[config.mk]
export PLATFORM = sky130hd
export DESIGN_NAME = regfile_wb_arbiter
export DESIGN_NICKNAME = d
export VERILOG_FILES = /design/src/rtl/regfile_wb_arbiter_pkg.sv /design/src/rtl/rr_arbiter.sv /design/src/rtl/regfile_wb_arbiter.sv
export SDC_FILE = /design/constraint.sdc
export NUM_CORES = 1
export LEC_CHECK = 0
export CORE_MARGIN = 5
export CORE_UTILIZATION = 40
export CTS_BUF_LIST = sky130_fd_sc_hd__clkbuf_8
export CTS_CLUSTER_DIAMETER = 30
export DETAILED_ROUTE_END_ITERATION = 6
export GPL_TIMING_DRIVEN = 1
export PLACE_DENSITY = 0.82
export SLEW_MARGIN = 15
export SYNTH_ARGS = -nofsm -noshare
export SYNTH_HDL_FRONTEND = slang
export SYNTH_SLANG_ARGS = --single-unit
[constraint.sdc]
create_clock -name clk -period 6.4 [get_ports clk]
set_clock_uncertainty 0.2 [all_clocks]
set_input_delay 1.6 -clock clk [delete_from_list [all_inputs] [get_ports clk]]
set_output_delay 1.6 -clock clk [all_outputs]
set_load 0.02 [all_outputs]
[src/rtl/regfile_wb_arbiter_pkg.sv]
// Shared constants for the register-file write-back path: widths, register count, requester indices.
// Helper for wrapping round-robin pointers.
package regfile_wb_arbiter_pkg;

  localparam int DEF_ADDR_W  = 5;
  localparam int DEF_DATA_W  = 32;
  localparam int DEF_NUM_REQ = 3;
  localparam int NUM_REGS    = 32;

  localparam int REQ_ALU     = 0;
  localparam int REQ_LOAD    = 1;
  localparam int REQ_MULDIV  = 2;

  function automatic int rr_next(input int g, input int n);
    return (g + 1) % n;
  endfunction

endpackage

[src/rtl/rr_arbiter.sv]
// Round-robin arbiter: one-hot grant to the first requester at or above ptr_i, wrapping.
// Purely combinational, zero latency; grants only asserted requests, so no grant without a request.
module rr_arbiter #(
  parameter int N = 3,
  localparam int PTR_W = (N > 1) ? $clog2(N) : 1
) (
  input  logic [N-1:0]     req_i,
  input  logic [PTR_W-1:0] ptr_i,
  output logic [N-1:0]     gnt_o,
  output logic             gnt_vld_o
);

  logic [N-1:0] gnt_hi;
  logic [N-1:0] gnt_lo;
  logic         hit_hi;
  logic         hit_lo;

  // Two passes over the same vector: indices at/above the pointer win over the wrapped ones.
  always_comb begin
    gnt_hi = '0;
    gnt_lo = '0;
    hit_hi = 1'b0;
    hit_lo = 1'b0;
    for (int i = 0; i < N; i++) begin
      if (req_i[i]) begin
        if (i >= int'(ptr_i)) begin
          if (!hit_hi) begin
            gnt_hi[i] = 1'b1;
            hit_hi    = 1'b1;
          end
        end else if (!hit_lo) begin
          gnt_lo[i] = 1'b1;
          hit_lo    = 1'b1;
        end
      end
    end
  end

  assign gnt_o     = hit_hi ? gnt_hi : gnt_lo;
  assign gnt_vld_o = hit_hi | hit_lo;

endmodule

[src/rtl/regfile_wb_arbiter.sv]
// Write-back arbiter + pending-write scoreboard for the single register-file write port.
// Grant is combinational, rf_* outputs are 1 cycle after the grant; the port never backpressures.
module regfile_wb_arbiter
  import regfile_wb_arbiter_pkg::*;
#(
  parameter int NUM_REQ = DEF_NUM_REQ,
  parameter int DATA_W  = DEF_DATA_W,
  parameter int ADDR_W  = DEF_ADDR_W
) (
  input  logic                      clk,
  input  logic                      rst_n,
  input  logic [NUM_REQ-1:0]        req_valid,
  input  logic [NUM_REQ*ADDR_W-1:0] req_addr,
  input  logic [NUM_REQ*DATA_W-1:0] req_data,
  output logic [NUM_REQ-1:0]        req_ready,
  output logic                      rf_reg_write,
  output logic [ADDR_W-1:0]         rf_write_register,
  output logic [DATA_W-1:0]         rf_write_data,
  input  logic                      sb_set_valid,
  input  logic [ADDR_W-1:0]         sb_set_addr,
  output logic [NUM_REGS-1:0]       sb_busy
);

  localparam int PTR_W = (NUM_REQ > 1) ? $clog2(NUM_REQ) : 1;

  logic [NUM_REQ-1:0]  gnt;
  logic                gnt_vld;
  logic [PTR_W-1:0]    gnt_idx;
  logic [ADDR_W-1:0]   win_addr;
  logic [DATA_W-1:0]   win_data;

  logic [PTR_W-1:0]    ptr_q, ptr_d;
  logic                we_q, we_d;
  logic [ADDR_W-1:0]   waddr_q, waddr_d;
  logic [DATA_W-1:0]   wdata_q, wdata_d;
  logic [NUM_REGS-1:0] busy_q, busy_d;

  rr_arbiter #(.N(NUM_REQ)) u_arb (
    .req_i     (req_valid),
    .ptr_i     (ptr_q),
    .gnt_o     (gnt),
    .gnt_vld_o (gnt_vld)
  );

  // Ready is forced low during reset so nothing is consumed while the write is being dropped.
  assign req_ready = rst_n ? gnt : '0;

  always_comb begin
    gnt_idx  = '0;
    win_addr = '0;
    win_data = '0;
    for (int i = 0; i < NUM_REQ; i++) begin
      if (gnt[i]) begin
        gnt_idx  = PTR_W'(i);
        win_addr = req_addr[i*ADDR_W +: ADDR_W];
        win_data = req_data[i*DATA_W +: DATA_W];
      end
    end
  end

  always_comb begin
    ptr_d   = gnt_vld ? PTR_W'(rr_next(int'(gnt_idx), NUM_REQ)) : ptr_q;
    we_d    = gnt_vld && (win_addr != '0);
    waddr_d = gnt_vld ? win_addr : waddr_q;
    wdata_d = gnt_vld ? win_data : wdata_q;
  end

  // Clear before set: a reservation on the same edge belongs to a newer producer and must survive.
  always_comb begin
    busy_d = busy_q;
    if (we_d) begin
      busy_d[win_addr] = 1'b0;
    end
    if (sb_set_valid && (sb_set_addr != '0)) begin
      busy_d[sb_set_addr] = 1'b1;
    end
    busy_d[0] = 1'b0;
  end

  always_ff @(posedge clk or negedge rst_n) begin
    if (!rst_n) begin
      ptr_q   <= '0;
      we_q    <= 1'b0;
      waddr_q <= '0;
      wdata_q <= '0;
      busy_q  <= '0;
    end else begin
      ptr_q   <= ptr_d;
      we_q    <= we_d;
      waddr_q <= waddr_d;
      wdata_q <= wdata_d;
      busy_q  <= busy_d;
    end
  end

  assign rf_reg_write      = we_q;
  assign rf_write_register = waddr_q;
  assign rf_write_data     = wdata_q;
  assign sb_busy           = busy_q;

endmodule

Yosys cells after proc, flatten, opt, wreduce, memory -nomap -nowiden. Cells that the tools add are included.

Add/subtract/negate cells: 1. Div/mod/pow operators: 1. Order comparisons: 7. Muxes and demuxes: 40. Bitwise logic cells: 4. Reduce and logical (&&, ||, !) cells: 6.

Operator list (count): $mux 32 (5); $and 32x32->32 (1); $mod 32x3->32 const B (1); $not 32->32 (1); $or 32x32->32 (1); $mux 1 (27); $mux 5 (3); $lt 5x6->1 const B (2); $demux 1 s5 (2); $ge 5x1->1 const B (2); $reduce_bool 5->1 (2); $mux 3 (2); $ge 1x2->1 const A (2); $logic_and 1x1->1 (4); $add 2x1->3 const B (1); $ge 2x2->1 const A (1); $mux 2 (1); $or 1x1->1 (1).

Flip-flop bits (word level): 71. Bits of input ports: 122.

Longest topological paths before layout.
Word-level depth: 21. Gate-level depth with buffers: 9. Depth with buffers taken out: 6.

Cells and area by module. From an unflattened synthesis, not the netlist that was laid out.

Cell total of the unflattened synthesis: 401. Area, all modules: 3787.4 µm².

Modules (own cells, without submodules): regfile_wb_arbiter (instances 1, cells an instance 389, area each 3712.3 µm², seq. area each 1776.7 µm²); rr_arbiter (instances 1, cells an instance 12, area each 75.1 µm², seq. area each 0.0 µm²).

Worst setup path before layout. Ideal clock, no wire load.

Path kind: input-to-output. From: input req_valid[2]. To: output req_ready[1]. Arrival time: 2.838 ns. Data required time: 4.600 ns. Setup slack: 1.762 ns. Stages on the path: 5. Path through: nor2b_1 o21a_1 nor2_1 clkbuf_1 and2_1.

Longest elaborated chain between the ends: 3.

RTL lines: start, declared (line regfile_wb_arbiter.sv:12) `input logic [NUM_REQ-1:0] req_valid,`; $mux 1 (line rr_arbiter.sv:25) `if (req_i[i]) begin`; $mux 3 (line rr_arbiter.sv:39) `assign gnt_o = hit_hi ? gnt_hi : gnt_lo;`; $mux 3 (line regfile_wb_arbiter.sv:46) `assign req_ready = rst_n ? gnt : '0;`; end, declared (line regfile_wb_arbiter.sv:15) `output logic [NUM_REQ-1:0] req_ready,`.

No other way between the ends.

Worst setup path after layout. Ends and elaborated chain as after synthesis.

==> qor.yml <==
io_buffers: 193
syn_nets: 496
crit_path_top_delay_cell: "clkdlybuf4s50_1"
synth_warnings: 0
hold_path.class: "flop to flop"
die_y_um: 105
row_count: 34
crit_path_cell_trace: "clkdlybuf4s50_1 > nor2b_1 > o21a_1 > nor2_2 > and2_1 > clkdlybuf4s50_1"
holdPathStages: 2
yosysUniqueCellTypes: 48
first_pass_iters: 7
violations: "DRC"
clock_tree.buffer_depth: 2
synth_top_area_share_pct: 49.1
use_met3_pct: 6.29
async_reset_ff_share_pct: 100
synth_edf_count: 0
power.density_mw_per_mm2: 300
dieArea_mm2: 0.0110
drc: 1
cp_data_required_time_ps: 4600
crit_path_end_kind: "output pin"
synth_ff_type: "dfrtp_1"
syn_avg_cell_area_um2: 9.67
synthTopCellsByArea: "dfrtp_1, a222oi_1, a21oi_1, nor2_1, o21ai_0"
grt_pass1_vias: 3826
dpl.hpwl_um: 10100
max_stage_delay_ps: 660
fin_area_mm2: 0.00587
status: "complete, but fails checks"
area_growth_pct: 62.4
r2r-start: "ptr_q[0]"
synth_most_common_cell: "dfrtp_1"
cts_buffers: 9
clk_latency_ps: 330
antenna_left: 0
finalNetCount: 672
fin_tns_setup_ps: 0
drt_iter0_drc: 372
regArea_mm2: 0.00178
reg2reg_slack_ps: 3510
pin_count: 195
holdBufCountCts: 0
grt_pass1_wl_um: 20600
rsz0062_at_grt: "no"
grt-busiest-layer: "met2"
holdCritStartpoint: "rf_write_register[0]"
fmax_mhz: 190
critPathBufInv: 2
path_clk_slew_ps: 70
slew_headroom_pct: 28.1
wl_um: 13600
synth_top_area_cell: "dfrtp_1"
cp-startpoint: "req_valid[2]"
antenna_cells: 0
slew_violations: 0
ys_top_cells_by_count: "dfrtp_1, nor2_1, a21oi_1, a222oi_1"
clockRootBuffer: "clkbuf_8"
finalSetupViolCount: 0
cts_tree: "built"
p_total_mw: 1.76
viasPerCell: 5.91
antenna_found_initial: 0
min_to: "rf_write_register[0]"
final.fill_count: 682
arrival_ps: 3480
p_leak_nw: 2.28
cpMostUsedCell: "clkdlybuf4s50_1"
critPathMaxFanout: 8
crit_family: "buffers and inverters"
grt_max_degree: 69
cts_resized: 0
initial_core_util_pct: 41.3
core_area_mm2: 0.00876
cts_setup_buffers: 0
placed_area_mm2: 0.00558
start_kind: "input pin"
finalHoldViolations: 0
grt_use_met1_pct: 30.2
die_w_um: 105
globalRouteTotalUtil_pct: 23.3
cts_sinks: 71
vias: 3918
drive_gt1_share_pct: 6.49
path_class: "input pin to output pin"
ff2ff_path_depth: 7
place_congestion: 0.827
met2_usage_pct: 38.5
grt_overflow: 0
netlist_area_mm2: 0.00362
cts.htree.levels: 3
synth-seq-cells: 71
synthCells: 374
maxCapViolCount: 0
multi_input_area_mm2: 0.00170
min_period_ps: 5280
routedWlPerCell_um: 20.5
timing.final.crit_share_pct: 82.4
yosysSeqAreaShare_pct: 49.1
peakVddDrop_v: 0.000168
r2r_end: "sb_busy[2]"
tightestPinTransition_ps: 1080
-- area by class of cell --
type	instances	share of cell area, %
timing repair buffer	198	33.4
sequential	71	30.2
multi-input combinational	268	28.9
clock inverter	6	2.64
clock buffer	10	2.34
tap	108	2.30
inverter	2	0.128
-- cells in the final DEF (no fill, tap or decap), drive strengths merged, types with 2 or more instances in the layout --
| cell | count |
|---|---|
| o2bb2ai | 2 |
| buf | 6 |
| nand3b | 4 |
| nor2 | 41 |
| o41ai | 12 |
| o221a | 2 |
| o31ai | 16 |
| nor3b | 3 |
| nor2b | 2 |
| bufinv | 5 |
| and2 | 7 |
| dfrtp | 71 |
| nand2b | 4 |
| inv | 2 |
| o21ai | 28 |
| a22o | 2 |
| nand3 | 18 |
| and3b | 2 |
| clkbuf | 10 |
| or4 | 2 |
| clkdlybuf4s50 | 192 |
| a21oi | 32 |
| nand2 | 27 |
| o21a | 5 |
| o221ai | 2 |
| o22ai | 2 |
| nor4 | 5 |
| a21o | 4 |
| a222oi | 31 |
| or2 | 4 |
-- flip-flops by register name (all words and copies together), names as in the netlist --
| register | count |
|---|---|
| rf_write_register | 5 |
| ptr_q | 2 |
| sb_busy | 31 |
| rf_write_data | 32 |
| rf_reg_write | 1 |
-- worst max-delay path by stage --
stage / endpoint / slack, ps / cells after the start
5_1_grt: req_ready[1] / 1020 / 6
3_5_place_dp: req_ready[1] / 1130 / 6
6_report: req_ready[1] / 1120 / 6
2_1_floorplan: req_ready[1] / 1760 / 5
4_1_cts: req_ready[1] / 1120 / 6
3_3_place_gp: req_ready[1] / 1160 / 6
-- where the power goes --
| part | internal, mW | switching [mW] | leakage (nW) |
|---|---|---|---|
| clock network | 0.348 | 0.171 | 0.146 |
| registers | 0.538 | 0.0597 | 0.812 |
| logic | 0.310 | 0.335 | 1.32 |
-- cells by family after synthesis --
kind of cell    Yosys count  share of synthesized area (%)
flops                    71                           49.1
compound gates          145                           30.3
other cells               1                          0.104
buf+inv                  35                           4.05
simple gates            122                           16.4
-- per-layer routing --
metal	vias to the layer above	wire, µm
met1	1945	5460
li1	1800	-
met2	159	6970
met5	-	0
met4	0	155
met3	14	1000
-- metrics by stage --
step                      std cells  util, %  setup slack (ps)  hold WS [ps]
after floorplan                 374        -              1760           344
after global placement          647     63.7              1160           263
after detailed placement        647     63.7              1130           269
after CTS                       663     67.0              1120           286
after global routing            663     67.0              1020           313
final                           663     67.0              1120           287
-- worst reg2reg max path, cell delays in order, from the launching register on --
cell,delay (ps)
dfrtp_1,450
nor3b_2,270
o31a_1,200
buf_4,350
and2_1,290
o2bb2ai_1,270
or4_1,550
a21o_1,190
Note: power is estimated with default switching activity, not from simulation.
==> variant 1, RTL diff (same flow settings) <==
Make the reset (`rst_n`) synchronous in one clocked block.
--- a/src/rtl/regfile_wb_arbiter.sv
+++ b/src/rtl/regfile_wb_arbiter.sv
@@ -77,7 +77,7 @@
     busy_d[0] = 1'b0;
   end
 
-  always_ff @(posedge clk or negedge rst_n) begin
+  always_ff @(posedge clk) begin
     if (!rst_n) begin
       ptr_q   <= '0;
       we_q    <= 1'b0;
Behaviour: differs if rst_n is asserted again (counterexample within 4 cycles, from zero or initial values and one cycle with rst_n low); with rst_n held inactive, the same outputs for 10 cycles.
==> variant 1 against the original RTL <==
Worst hold slack worse by 0.024 ns; cell area down 4.1%; global-route usage up 0.85 points; critical endpoint is now req_ready[2]; core utilization up 0.85 points; synthesized area down 5.2%; count of clock-buffer cells in the layout unchanged; critical path depth down 1; worst setup slack worse by 0.091 ns; sequential cell count unchanged; wire length down 0.43%.
Power is not compared: it rests on default switching activity, and its combinational part moved more than twofold at a synthesized area within 25%.
==> variant 1: results (changes against the original RTL) <==
INFO  metric max-clock-path-buffers = 2 (unchanged)
INFO  metric place.detailed.instances = 685 (+5.9%)
INFO  metric wire_length_of_the_first_global_routing_pass = 20.0 mm (-2.8%)
INFO  metric antenna_found_initial = 1 (+1)
INFO  metric postSynth.topFlopCell = sky130_fd_sc_hd__dfxtp_1
INFO  metric synth_common_cells = sky130_fd_sc_hd__dfxtp_1 (71), sky130_fd_sc_hd__a22oi_1 (64), sky130_fd_sc_hd__nor2_1 (39), sky130_fd_sc_hd__a21boi_0 (38), sky130_fd_sc_hd__nand2_1 (34)
INFO  metric detailed_place_hpwl = 10.2 mm (+1.1%)
INFO  metric maximum_number_of_pins_on_one_net_before_global_route_repair = 55 (-20%)
INFO  metric synth_top_cells_by_area = sky130_fd_sc_hd__dfxtp_1 (41%), sky130_fd_sc_hd__a22oi_1 (14%), sky130_fd_sc_hd__a21boi_0 (8.3%)
INFO  metric cp_max_fo = 7 (-1)
INFO  metric filler_instances = 676 (-0.88%)
INFO  metric cts_buffers = 9 (unchanged)
INFO  metric grt-ovfl-total = 0 (unchanged)
INFO  metric ir_worst_vdd = 104 uV
INFO  metric flow.area_growth_from_synthesis = 64.3%
INFO  metric avgRoutedWirePerCell = 19.3 um (-5.8%)
INFO  metric rd_place_congestion = 0.830 (+0.40%)
INFO  metric numSequentialCells = 71 (unchanged)
INFO  metric multi_input_comb_cells = 304 (+13%)
INFO  metric first_global_vias = 3995 (+4.4%)
INFO  metric area_enclosed_by_the_die_boundary = 10500 um2 (-4.7%)
INFO  metric ctsRootBufferMaster = sky130_fd_sc_hd__clkbuf_8
INFO  metric area_of_the_multi_input_gates = 1880 um2 (+11%)
INFO  metric buffer_share_of_cell_area = 0.353 (+0.0183)
INFO  metric placed_area = 5440 um2 (-2.6%)
INFO  metric design.final.nets = 713 (+6.1%)
INFO  metric global_route.usage.total = 0.242 (+0.00850)
INFO  metric postSynthAreaPerCell = 8.30 um2 (-14%)
INFO  metric drive_above_1_share = 0.0654 (+0.000571)
INFO  metric post-place-ws = 1.01 ns (-0.116 ns)
INFO  metric non_clock_buffer_count = 201 (+1.5%)
INFO  metric synth_nets = 535 (+7.9%)
INFO  metric drt_wl_total = 13.5 mm (-0.43%)
INFO  metric synth-async-reset-ratio = 0 (-1.00)
INFO  metric cts.repair.resized = 0 (unchanged)
INFO  metric outcome = complete, no violations
INFO  metric inv_count = 4 (+2)
INFO  metric worst_pin_slew = 0.975 ns (-0.104 ns)
INFO  metric register_area = 1420 um2 (-20%)
INFO  metric clkSlewWorstSetupHoldPaths = 0.08 ns
INFO  metric first_iter_violations = 207 (-44%)
INFO  metric viasPerCell = 5.78 (-2.3%)
INFO  metric drtPass1Iterations = 5 (-2)
INFO  metric sequential_cell_area_fraction_in_the_yosys_report = 0.415 (-0.0766)
INFO  metric hold_removal_path_class = flop to flop
INFO  metric final-clk-cell-share = 0.0351 (-0.0148)
INFO  metric critPathArrivalTime = 3.57 ns (+0.09 ns)
INFO  metric netlist-cell-type-count = 40 (-17%)
[variant 1: changes by cell type in the layout (fill, tap and decap cells not counted), sizes merged, moves of 21 or more]
cell,change
a21boi,+38
a21oi,-21
a222oi,-28
a22oi,+64
a31oi,+23
dfrtp,-71
dfxtp,+71
[variant 1: path summary, 6_finish.rpt]
| path | startpoint | cells past startpoint | slack, ns | to |
|---|---|---|---|---|
| setup / recovery | req_valid[1] | 5 | 1.03 | req_ready[2] |
| hold / removal | rf_write_register[3] | 2 | 0.26 | rf_write_register[3] |
| setup reg to reg | ptr_q[0] | 7 | 3.47 | sb_busy[13] |
| hold reg to reg | rf_write_register[3] | 2 | 0.26 | rf_write_register[3] |
[variant 1: kinds of logic after synthesis]
family                 after synthesis  share of synthesized area
AOI/OAI and AO/OA                  182                      0.367
other                                1                    0.00109
buffers and inverters               38                     0.0438
and+or+nand+nor                    121                      0.174
DFF                                 71                      0.415
[variant 1: where the power goes]
group	switching, W	total [W]	internal, W
Clock	0.000165	0.000354	0.000188
Combinational	0.000147	0.000301	0.000154
Sequential	0.0000135	0.000480	0.000466
[variant 1: critical path: stages]
cell	delay [ns]
sky130_fd_sc_hd__clkdlybuf4s50_1	0.51
sky130_fd_sc_hd__or3b_2	0.53
sky130_fd_sc_hd__a31oi_4	0.15
sky130_fd_sc_hd__and2_1	0.14
sky130_fd_sc_hd__clkdlybuf4s50_1	0.63
[variant 1: metal layers]
layer	vias to the layer above	wire, um	GRT usage
met3	36	1540	0.0670
met2	229	6550	0.432
met4	2	385	0.101
met1	1878	5040	0.268
met5	-	7	0
li1	1904	-	-
==> variant 2, RTL diff (same flow settings) <==
Made on the original files. The package constant `NUM_REGS` goes from 32 to 48.
--- a/src/rtl/regfile_wb_arbiter_pkg.sv
+++ b/src/rtl/regfile_wb_arbiter_pkg.sv
@@ -5,7 +5,7 @@
   localparam int DEF_ADDR_W  = 5;
   localparam int DEF_DATA_W  = 32;
   localparam int DEF_NUM_REQ = 3;
-  localparam int NUM_REGS    = 32;
+  localparam int NUM_REGS    = 48;
 
   localparam int REQ_ALU     = 0;
   localparam int REQ_LOAD    = 1;
Interface: changed (resized sb_busy); port bits go from 195 to 211. The function was not compared with the original's and may differ.
==> variant 2 against the original RTL <==
First-iteration DRC count is 0.54% lower; wire length is 0.42% higher; fmax is 0.53% lower; critical endpoint is now req_ready[0]; power is 22% lower; clock power is 42% lower; global-route usage is 0.56 points lower; critical path type unchanged; register-to-register slack worse by 0.14 ns; sequential cell count stayed put; sequential power is 8.2% lower; synthesized area is 8.1% higher; worst setup slack worse by 0.028 ns; cell area is 1.9% higher.
==> variant 2: results (changes against the original RTL) <==
INFO  metric viasPerCell = 5.64 (-4.5%)
INFO  metric avgRoutedWirePerCell = 18.8 um (-8.4%)
INFO  metric io_buffers = 193 (unchanged)
INFO  metric critPathArrivalTime = 3.50 ns (+0.02 ns)
INFO  metric worst_slew_margin_rel = 0.439 (+0.158)
INFO  metric cts_buffers = 9 (unchanged)
INFO  metric drtPass1Iterations = 6 (-1)
INFO  metric ir_worst_vdd = 117 uV (-30%)
INFO  metric sequential_cell_area_fraction_in_the_yosys_report = 0.455 (-0.0366)
INFO  metric crit_path_max_incr_delay = 0.63 ns (-0.03 ns)
INFO  metric first_iter_violations = 370 (-0.54%)
INFO  metric timing.critical_path.max_delay_family = buffers and inverters
INFO  metric globalRouteMet1Util = 0.280 (-0.0217)
INFO  metric placed_area = 5830 um2 (+4.5%)
INFO  metric global_route.usage.met2 = 0.373 (-0.0120)
INFO  metric synth_common_cells = sky130_fd_sc_hd__dfrtp_1 (71), sky130_fd_sc_hd__nand2_1 (61), sky130_fd_sc_hd__a222oi_1 (32), sky130_fd_sc_hd__o31ai_1 (31), sky130_fd_sc_hd__nor2_1 (29)
INFO  metric synth_top_cells_by_area = sky130_fd_sc_hd__dfrtp_1 (45%), sky130_fd_sc_hd__a222oi_1 (8.2%), sky130_fd_sc_hd__o31ai_1 (6.0%)
INFO  metric global_route.usage.total = 0.228 (-0.00561)
INFO  metric netlist-cell-type-count = 43 (-10%)
INFO  metric clock_latency = 0.33 ns (about the same)
INFO  metric hold_removal_path_class = flop to flop
INFO  metric antenna-diode-count = 0 (unchanged)
INFO  metric ctsRootBufferMaster = sky130_fd_sc_hd__clkbuf_8
INFO  metric synth-async-reset-ratio = 1.00 (unchanged)
INFO  metric wire_length_of_the_first_global_routing_pass = 20.9 mm (+1.6%)
INFO  metric ys.warnings.count = 0 (unchanged)
INFO  metric design.final.nets = 711 (+5.8%)
INFO  metric drive_above_1_share = 0.0539 (-0.0110)
INFO  metric cp_max_fo = 7 (-1)
INFO  metric power_leakage = 2.45 nW (+7.4%)
INFO  metric maximum_number_of_pins_on_one_net_before_global_route_repair = 47 (-32%)
INFO  metric cts_post_setup_buffers_inserted = 0 (unchanged)
INFO  metric clkSlewWorstSetupHoldPaths = 0.08 ns
INFO  metric rd_place_congestion = 0.872 (+5.5%)
INFO  metric antenna_found_initial = 0 (unchanged)
INFO  metric maxSlewViolCount = 0 (unchanged)
INFO  metric globalRouteMet3Util = 0.0699 (+0.00698)
INFO  metric largest_register_ff_count = 32 (unchanged)
INFO  metric htree_num_levels = 3 (unchanged)
INFO  metric detailed_place_hpwl = 10.4 mm (+3.6%)
INFO  metric first_global_vias = 4055 (+6.0%)
INFO  metric max-clock-path-buffers = 2 (unchanged)
INFO  metric outcome = complete, no violations
## variant 2: cell count changes after synthesis, sizes merged, moves of 10 or more
cell / before / now
buf: 6 / 35
clkbuf: 27 / 17
inv: 2 / 21
nand2: 27 / 61
nor2: 41 / 29
o211ai: 1 / 15
o21ai: 28 / 1
o31ai: 16 / 32
## variant 2: final cells by class
| class | instances | area [um2] |
|---|---|---|
| Timing Repair Buffer | 201 | 1990 |
| Tap cell | 133 | 166 |
| Fill cell | 831 | 3650 |
| Sequential cell | 71 | 1780 |
| Clock buffer | 9 | 124 |
| Clock inverter | 7 | 32.5 |
| Multi-Input combinational cell | 285 | 1820 |
| Inverter | 21 | 78.8 |
## variant 2: worst reg2reg max path, cell delays in order (launching register included)
cell and delay (ns):
sky130_fd_sc_hd__dfrtp_1 0.45, sky130_fd_sc_hd__nor3b_1 0.38, sky130_fd_sc_hd__o31a_1 0.20, sky130_fd_sc_hd__buf_4 0.36, sky130_fd_sc_hd__a221o_1 0.72, sky130_fd_sc_hd__nand3_1 0.19
sky130_fd_sc_hd__a221o_1 0.40
## variant 2: final timing paths
path / from / endpoint / slack [ns] / depth (start not counted)
worst max register to register: ptr_q[1] / sb_busy[29] / 3.37 / 6
max in group asynchronous: rst_n / rf_write_data[6] / 4.14 / 2
worst min register to register: rf_write_register[4] / rf_write_register[4] / 0.28 / 2
min in group asynchronous: rst_n / rf_write_data[31] / 0.97 / 1
worst max-delay path: req_valid[2] / req_ready[0] / 1.10 / 5
worst min-delay path: rf_write_register[4] / rf_write_register[4] / 0.28 / 2
## variant 2: routing by layer
metal  up-vias  wire length, um
li1       1881                -
met1      1946             5170
met2       241             6690
met3        35             1440
met4         0              346
met5         -                0
## variant 2: report_power, final
group	leakage, nW	internal, W	switching, W	total (W)
Clock	0.0949	0.000135	0.000165	0.000299
Sequential	0.759	0.000506	0.0000425	0.000549
Combinational	1.60	0.000248	0.000276	0.000524
Total	2.45	0.000888	0.000483	0.00137
## variant 2: cell families (layout without fill, tap and decap cells)
group | Yosys count | count (layout) | synth area share
AOI/OAI and AO/OA | 139 | 139 | 0.292
buffers and inverters | 73 | 238 | 0.101
DFF | 71 | 71 | 0.455
other | 1 | 17 | 0.000959
and+or+nand+nor | 129 | 129 | 0.151
## variant 2: through the flow
stage | total power [W] | cells | setup slack [ns] | hold slack, ns
after floorplan | 0.000830 | 429 | 1.58 | 0.314
after CTS | 0.00138 | 727 | 1.10 | 0.287
after global routing | 0.00144 | 727 | 1.01 | 0.330
final | 0.00137 | 727 | 1.10 | 0.279
after global placement | 0.00107 | 711 | 1.14 | 0.266
after detailed placement | 0.00108 | 711 | 1.11 | 0.268
